[config.mk]
export PLATFORM = sky130hd
export DESIGN_NAME = viterbi_sequencer
export DESIGN_NICKNAME = d
export VERILOG_FILES = /design/src/rtl/viterbi_sequencer.sv
export SDC_FILE = /design/constraint.sdc
export NUM_CORES = 1
export LEC_CHECK = 0
export BUFFER_PORTS_ARGS = -buffer_cell sky130_fd_sc_hd__buf_2
export CAP_MARGIN = 30
export CORE_MARGIN = 5
export CORE_UTILIZATION = 47
export CTS_CLUSTER_SIZE = 20
export DETAILED_ROUTE_END_ITERATION = 10
export HOLD_SLACK_MARGIN = 0.1
export PLACE_DENSITY = 0.82
export SYNTH_ARGS = -nofsm -noshare
export SYNTH_HDL_FRONTEND = slang
export SYNTH_SLANG_ARGS = --single-unit
[constraint.sdc]
create_clock -name clk -period 1.8 [get_ports clk]
set_input_delay 0.27 -clock clk [delete_from_list [all_inputs] [get_ports clk]]
set_output_delay 0.27 -clock clk [all_outputs]
set_load 0.01 [all_outputs]
[src/rtl/viterbi_sequencer.sv]
// Trellis walk controller for the Viterbi POS tagger: steps state/word indices and
// drives the accumulate/commit/swap strobes plus the backpointer stack push/pop.
module viterbi_sequencer #(
  parameter int N_STATES  = 4,
  parameter int IDX_W     = 2,
  parameter int MAX_WORDS = 16,
  parameter int WORD_W    = 4
) (
  input  logic              clk,
  input  logic              reset,
  input  logic              start,
  input  logic              endline,
  input  logic              error,
  input  logic              greedy,
  input  logic              stack_empty,
  output logic [2:0]        state,
  output logic [IDX_W-1:0]  prev_idx,
  output logic [IDX_W-1:0]  cur_idx,
  output logic [WORD_W-1:0] word_idx,
  output logic              init_en,
  output logic              acc_en,
  output logic              acc_first,
  output logic              commit_en,
  output logic              push_en,
  output logic              swap_en,
  output logic              pop_en,
  output logic              busy,
  output logic              done,
  output logic              err_flag,
  output logic              overflow
);

  typedef enum logic [2:0] {
    IDLE      = 3'd0,
    INIT      = 3'd1,
    ACC       = 3'd2,
    COMMIT    = 3'd3,
    NEXT_WORD = 3'd4,
    BACKTRACK = 3'd5,
    DONE      = 3'd6,
    ERROR     = 3'd7
  } state_t;

  localparam logic [IDX_W-1:0]  LAST_IDX  = IDX_W'(N_STATES - 1);
  localparam logic [WORD_W-1:0] LAST_WORD = WORD_W'(MAX_WORDS - 1);

  state_t            state_q, state_d;
  logic [IDX_W-1:0]  prev_d, cur_d;
  logic [WORD_W-1:0] word_d;
  logic              endline_seen, endl_d;
  logic              ovf_d, err_d;
  logic              mode_g, mode_d;
  logic              line_end;

  assign line_end = endline_seen | endline;

  always_ff @(posedge clk or negedge reset) begin
    if (!reset) begin
      state_q      <= IDLE;
      prev_idx     <= '0;
      cur_idx      <= '0;
      word_idx     <= '0;
      endline_seen <= 1'b0;
      overflow     <= 1'b0;
      err_flag     <= 1'b0;
      mode_g       <= 1'b0;
    end else begin
      state_q      <= state_d;
      prev_idx     <= prev_d;
      cur_idx      <= cur_d;
      word_idx     <= word_d;
      endline_seen <= endl_d;
      overflow     <= ovf_d;
      err_flag     <= err_d;
      mode_g       <= mode_d;
    end
  end

  always_comb begin
    state_d = state_q;
    prev_d  = prev_idx;
    cur_d   = cur_idx;
    word_d  = word_idx;
    endl_d  = endline_seen | ((state_q != IDLE) & endline);
    ovf_d   = overflow;
    err_d   = err_flag;
    mode_d  = mode_g;
    if ((state_q != IDLE) && error) begin
      state_d = ERROR;
      err_d   = 1'b1;
    end else begin
      unique case (state_q)
        IDLE, ERROR: begin
          // A restart out of ERROR behaves exactly like a fresh start from IDLE.
          if (start) begin
            state_d = INIT;
            prev_d  = '0;
            cur_d   = '0;
            word_d  = '0;
            endl_d  = 1'b0;
            ovf_d   = 1'b0;
            err_d   = 1'b0;
            mode_d  = greedy;
          end
        end
        INIT: begin
          if (cur_idx == LAST_IDX) begin
            if (line_end) begin
              state_d = BACKTRACK;
            end else begin
              state_d = ACC;
              word_d  = WORD_W'(1);
              cur_d   = '0;
              prev_d  = '0;
            end
          end else begin
            cur_d = cur_idx + 1'b1;
          end
        end
        ACC: begin
          if (prev_idx == LAST_IDX) state_d = COMMIT;
          else                      prev_d  = prev_idx + 1'b1;
        end
        COMMIT: begin
          prev_d = '0;
          if (cur_idx == LAST_IDX) begin
            cur_d   = '0;
            state_d = NEXT_WORD;
          end else begin
            cur_d   = cur_idx + 1'b1;
            state_d = ACC;
          end
        end
        NEXT_WORD: begin
          if (line_end) begin
            state_d = BACKTRACK;
          end else if (word_idx == LAST_WORD) begin
            ovf_d   = 1'b1;
            state_d = BACKTRACK;
          end else begin
            word_d  = word_idx + 1'b1;
            state_d = ACC;
          end
        end
        BACKTRACK: begin
          if (stack_empty || mode_g) state_d = DONE;
        end
        DONE: state_d = IDLE;
        default: state_d = IDLE;
      endcase
    end
  end

  // Strobes are pure decodes of the registered state, so reset kills them at once.
  assign state     = state_q;
  assign busy      = (state_q != IDLE);
  assign init_en   = (state_q == INIT);
  assign acc_en    = (state_q == ACC);
  assign acc_first = (state_q == ACC) && (prev_idx == '0);
  assign commit_en = (state_q == COMMIT);
  assign push_en   = (state_q == COMMIT) && !mode_g;
  assign swap_en   = (state_q == NEXT_WORD);
  assign pop_en    = (state_q == BACKTRACK) && !stack_empty && !mode_g;
  assign done      = (state_q == DONE);

endmodule

==> out/qor.csv <==
stage,metric,value,unit
min_path,WHS Path Cells,2,
cts,total CTS buffers,3,
critical_path,CP max-delay cell,a311o_1,
layout,fin util,63.47,%
logic_synthesis,Syn Nets,140,
power,Leak,0.0006865,uW
floorplan,I/O pin total,29,
logic_synthesis,Syn Inst Count,129,
routing,# DRC,0,
cts,# clock sinks,15,
layout,share of cells above drive strength 1,38.55,%
timing,Setup TNS,0,ns
timing,fmax,0.5636,GHz
routing,Avg Vias per Cell,5.711,
power,Final Power,2049,uW
global_routing,global-route wire length before repair,4740,um
timing,Fin. Hold Viols,0,
floorplan,Die Area,0.003440,mm^2
global_routing,largest net degree at the start of global routing,20,
cts,CTS tree,yes,
timing,Max Slew Vio Count,0,
placement,gpl congestion,0.8967,
layout,most frequent cells in the layout,"buf_2, dfrtp_1, nand2_1, buf_4, nor2_1",
logic_synthesis,fraction of registers with async set/reset,100.0,%
layout,"most common cell after layout, fill and taps aside",buf_2,
logic_synthesis,Yosys Warn Count,0,
critical_path,Crit Path Class,reg2reg,
logic_synthesis,top_reg_cell synth,dfrtp_1,
layout,fin nets,178,
layout,diode count,0,
power,P per Cell Area,1445,mW/mm^2
floorplan,starting density of the core,49.80,%
critical_path,Max stage delay on crit path,0.42,ns
cts,Root Driver,clkbuf_4,
floorplan,Die Height,58.65,um
layout,Final Non-Filler Cells,194,
cts,"Clk pin slew, worst setup/hold paths",0.10,ns
critical_path,reg2reg setup slack,0.03,ns
floorplan,chip width,58.65,um
routing,routed via count,1108,
routing,Antenna Nets Post-Route,0,
floorplan,Core ar.,0.002233,mm^2
global_routing,initial antenna violation count,0,
routing,post-DR wirelength/cell,15.17,um
min_path,Hold Crit Class,in2reg,
critical_path,worst reg2reg endpoint,word_idx[0],
timing,"Setup violations, final",0,
placement,HPWL after DPL,2155,um
logic_synthesis,number of synthesized flops with an enable pin,0,
timing,period utilization,98.58,%
global_routing,vias in the first global route,1053,
critical_path,Worst R2R Path Depth,6,
cts,Longest Clk Path Bufs,2,
routing,drt pass-1 iters,4,
power,VDD IR max,0.0008638,V
logic_synthesis,sequential element share of the synthesized area,33.75,%
placement,placed cells,187,
cts,CTS H-tree depth,1,
status,status,completed,
cts,insertion delay to the later sink of the worst-skew pair,0.29,ns
timing,worst slew pin tran,0.4116,ns
critical_path,reg2reg start,word_idx[0],
routing,drt total wl,2943,um
placement,I/O Buffers,28,
logic_synthesis,Synth area leaders,"dfrtp_1, ha_1, o21ai_0, a21oi_1, mux2i_1",
logic_synthesis,Mean Syn Cell Area,8.623,um^2
global_routing,gr usage total,17.65,%
logic_synthesis,Synth Cell Area,0.001112,mm^2
flow_run,max_cap viols,0,
min_path,Hold Startpoint,greedy,
logic_synthesis,Yosys cell types,46,
timing,skew final,0.004862,ns
logic_synthesis,largest area contributor in the netlist,dfrtp_1,
routing,initial DRC count,48,
floorplan,row cnt,17,
critical_path,Worst setup EP type,flip-flop,
critical_path,CP required,1.97,ns
logic_synthesis,#FFs+latches synth,15,
timing,Period minus WS final,1.774,ns
global_routing,total gr overflow,0,
critical_path,CP max FO,8,
timing,Hold WS,0.2024,ns
timing,Slew headroom,72.27,%
logic_synthesis,share of the synthesized area in the top cell type,33.75,%
timing,RSZ-0062 raised after global routing,true,
min_path,Hold Path Sink,mode_g,
critical_path,CP Cell Sequence,"ha_1, a311o_1, nor3_2, o211ai_2, a211oi_2, a21oi_1",
critical_path,critical path data arrival time,1.95,ns
critical_path,Startpoint Class,flip-flop,
layout,Syn-to-layout area delta,27.45,%
[flip-flops by register name (all words and copies together) (netlist names)]
| signal | count |
|---|---|
| mode_g | 1 |
| prev_idx | 2 |
| err_flag | 1 |
| endline_seen | 1 |
| word_idx | 4 |
| overflow | 1 |
| state | 3 |
| cur_idx | 2 |
[worst max path at each step]
stage	startpoint	end
4_1_cts	state[2]	push_en
6_report	word_idx[0]	word_idx[0]
5_1_grt	cur_idx[0]	word_idx[0]
2_1_floorplan	word_idx[0]	word_idx[0]
3_5_place_dp	state[0]	word_idx[3]
3_3_place_gp	state[0]	word_idx[3]
[per-stage QoR]
step / worst slack, ns / cell area (um^2)
floorplan: 0.03875 / 1117
global placement: 0.004658 / 1309
detailed placement: 0.01673 / 1309
CTS: 0.01068 / 1358
global route: -0.07109 / 1418
finish: 0.02556 / 1418
[Yosys cell counts (4+ instances only)]
cell type  instances
nand2_1           10
mux2i_1            4
a21oi_1            8
nor3b_1            4
o21ai_0            9
ha_1               4
dfrtp_1           15
nor2_1            10
inv_1              8
[worst max-delay path, delay by kind of cell (launching register included)]
kind                       cells  cell delay (ns)
adders and majority gates      1             0.21
and+or+nand+nor                1             0.15
AOI/OAI and AO/OA              4             0.89
DFF                            1             0.39
[cell families after synthesis]
group / count (synthesis) / synth area share [%]
and+or+nand+nor: 50 / 25.20
buffers and inverters: 16 / 7.986
AOI/OAI and AO/OA: 39 / 23.62
adders and majority gates: 4 / 4.500
DFF: 15 / 33.75
muxes: 5 / 4.949
[final cells by class]
| cell class | count | area (um^2) |
|---|---|---|
| multi-input combinational | 98 | 695.7 |
| fill | 207 | 815.8 |
| clock inverter | 1 | 5.005 |
| inverter | 8 | 30.03 |
| tap | 28 | 35.03 |
| sequential | 15 | 381.6 |
| clock buffer | 3 | 22.52 |
| timing repair buffer | 41 | 247.7 |
[layer usage]
metal  wire length (um)  part of all wire [%]  global-route usage (%)  vias to the layer above
li1                   -                     -                       -                      538
met1               1167                    40                   21.14                      515
met2               1510                    51                   31.10                       46
met3                206                   7.0                   3.289                        9
met4                 59                   2.0                   6.796                        0
met5                  0                     0                       0                        -
[power breakdown]
| group | switching, uW | total [uW] | internal (uW) |
|---|---|---|---|
| sequential | 177 | 628 | 450 |
| clock | 118 | 200 | 82.7 |
| combinational | 624 | 1220 | 597 |
[timing repair]
| action | 4_1_cts | 5_1_grt |
|---|---|---|
| setup endpoints to repair | 11 | 9 |
| resized for setup | 5 | 14 |
| hold buffers | 1 | 0 |
| endpoints found under the hold margin | 15 | 0 |
| buffers inserted | 0 | 2 |
| pin swaps | 0 | 2 |
No activity file was read; power rests on OpenSTA's default activity.
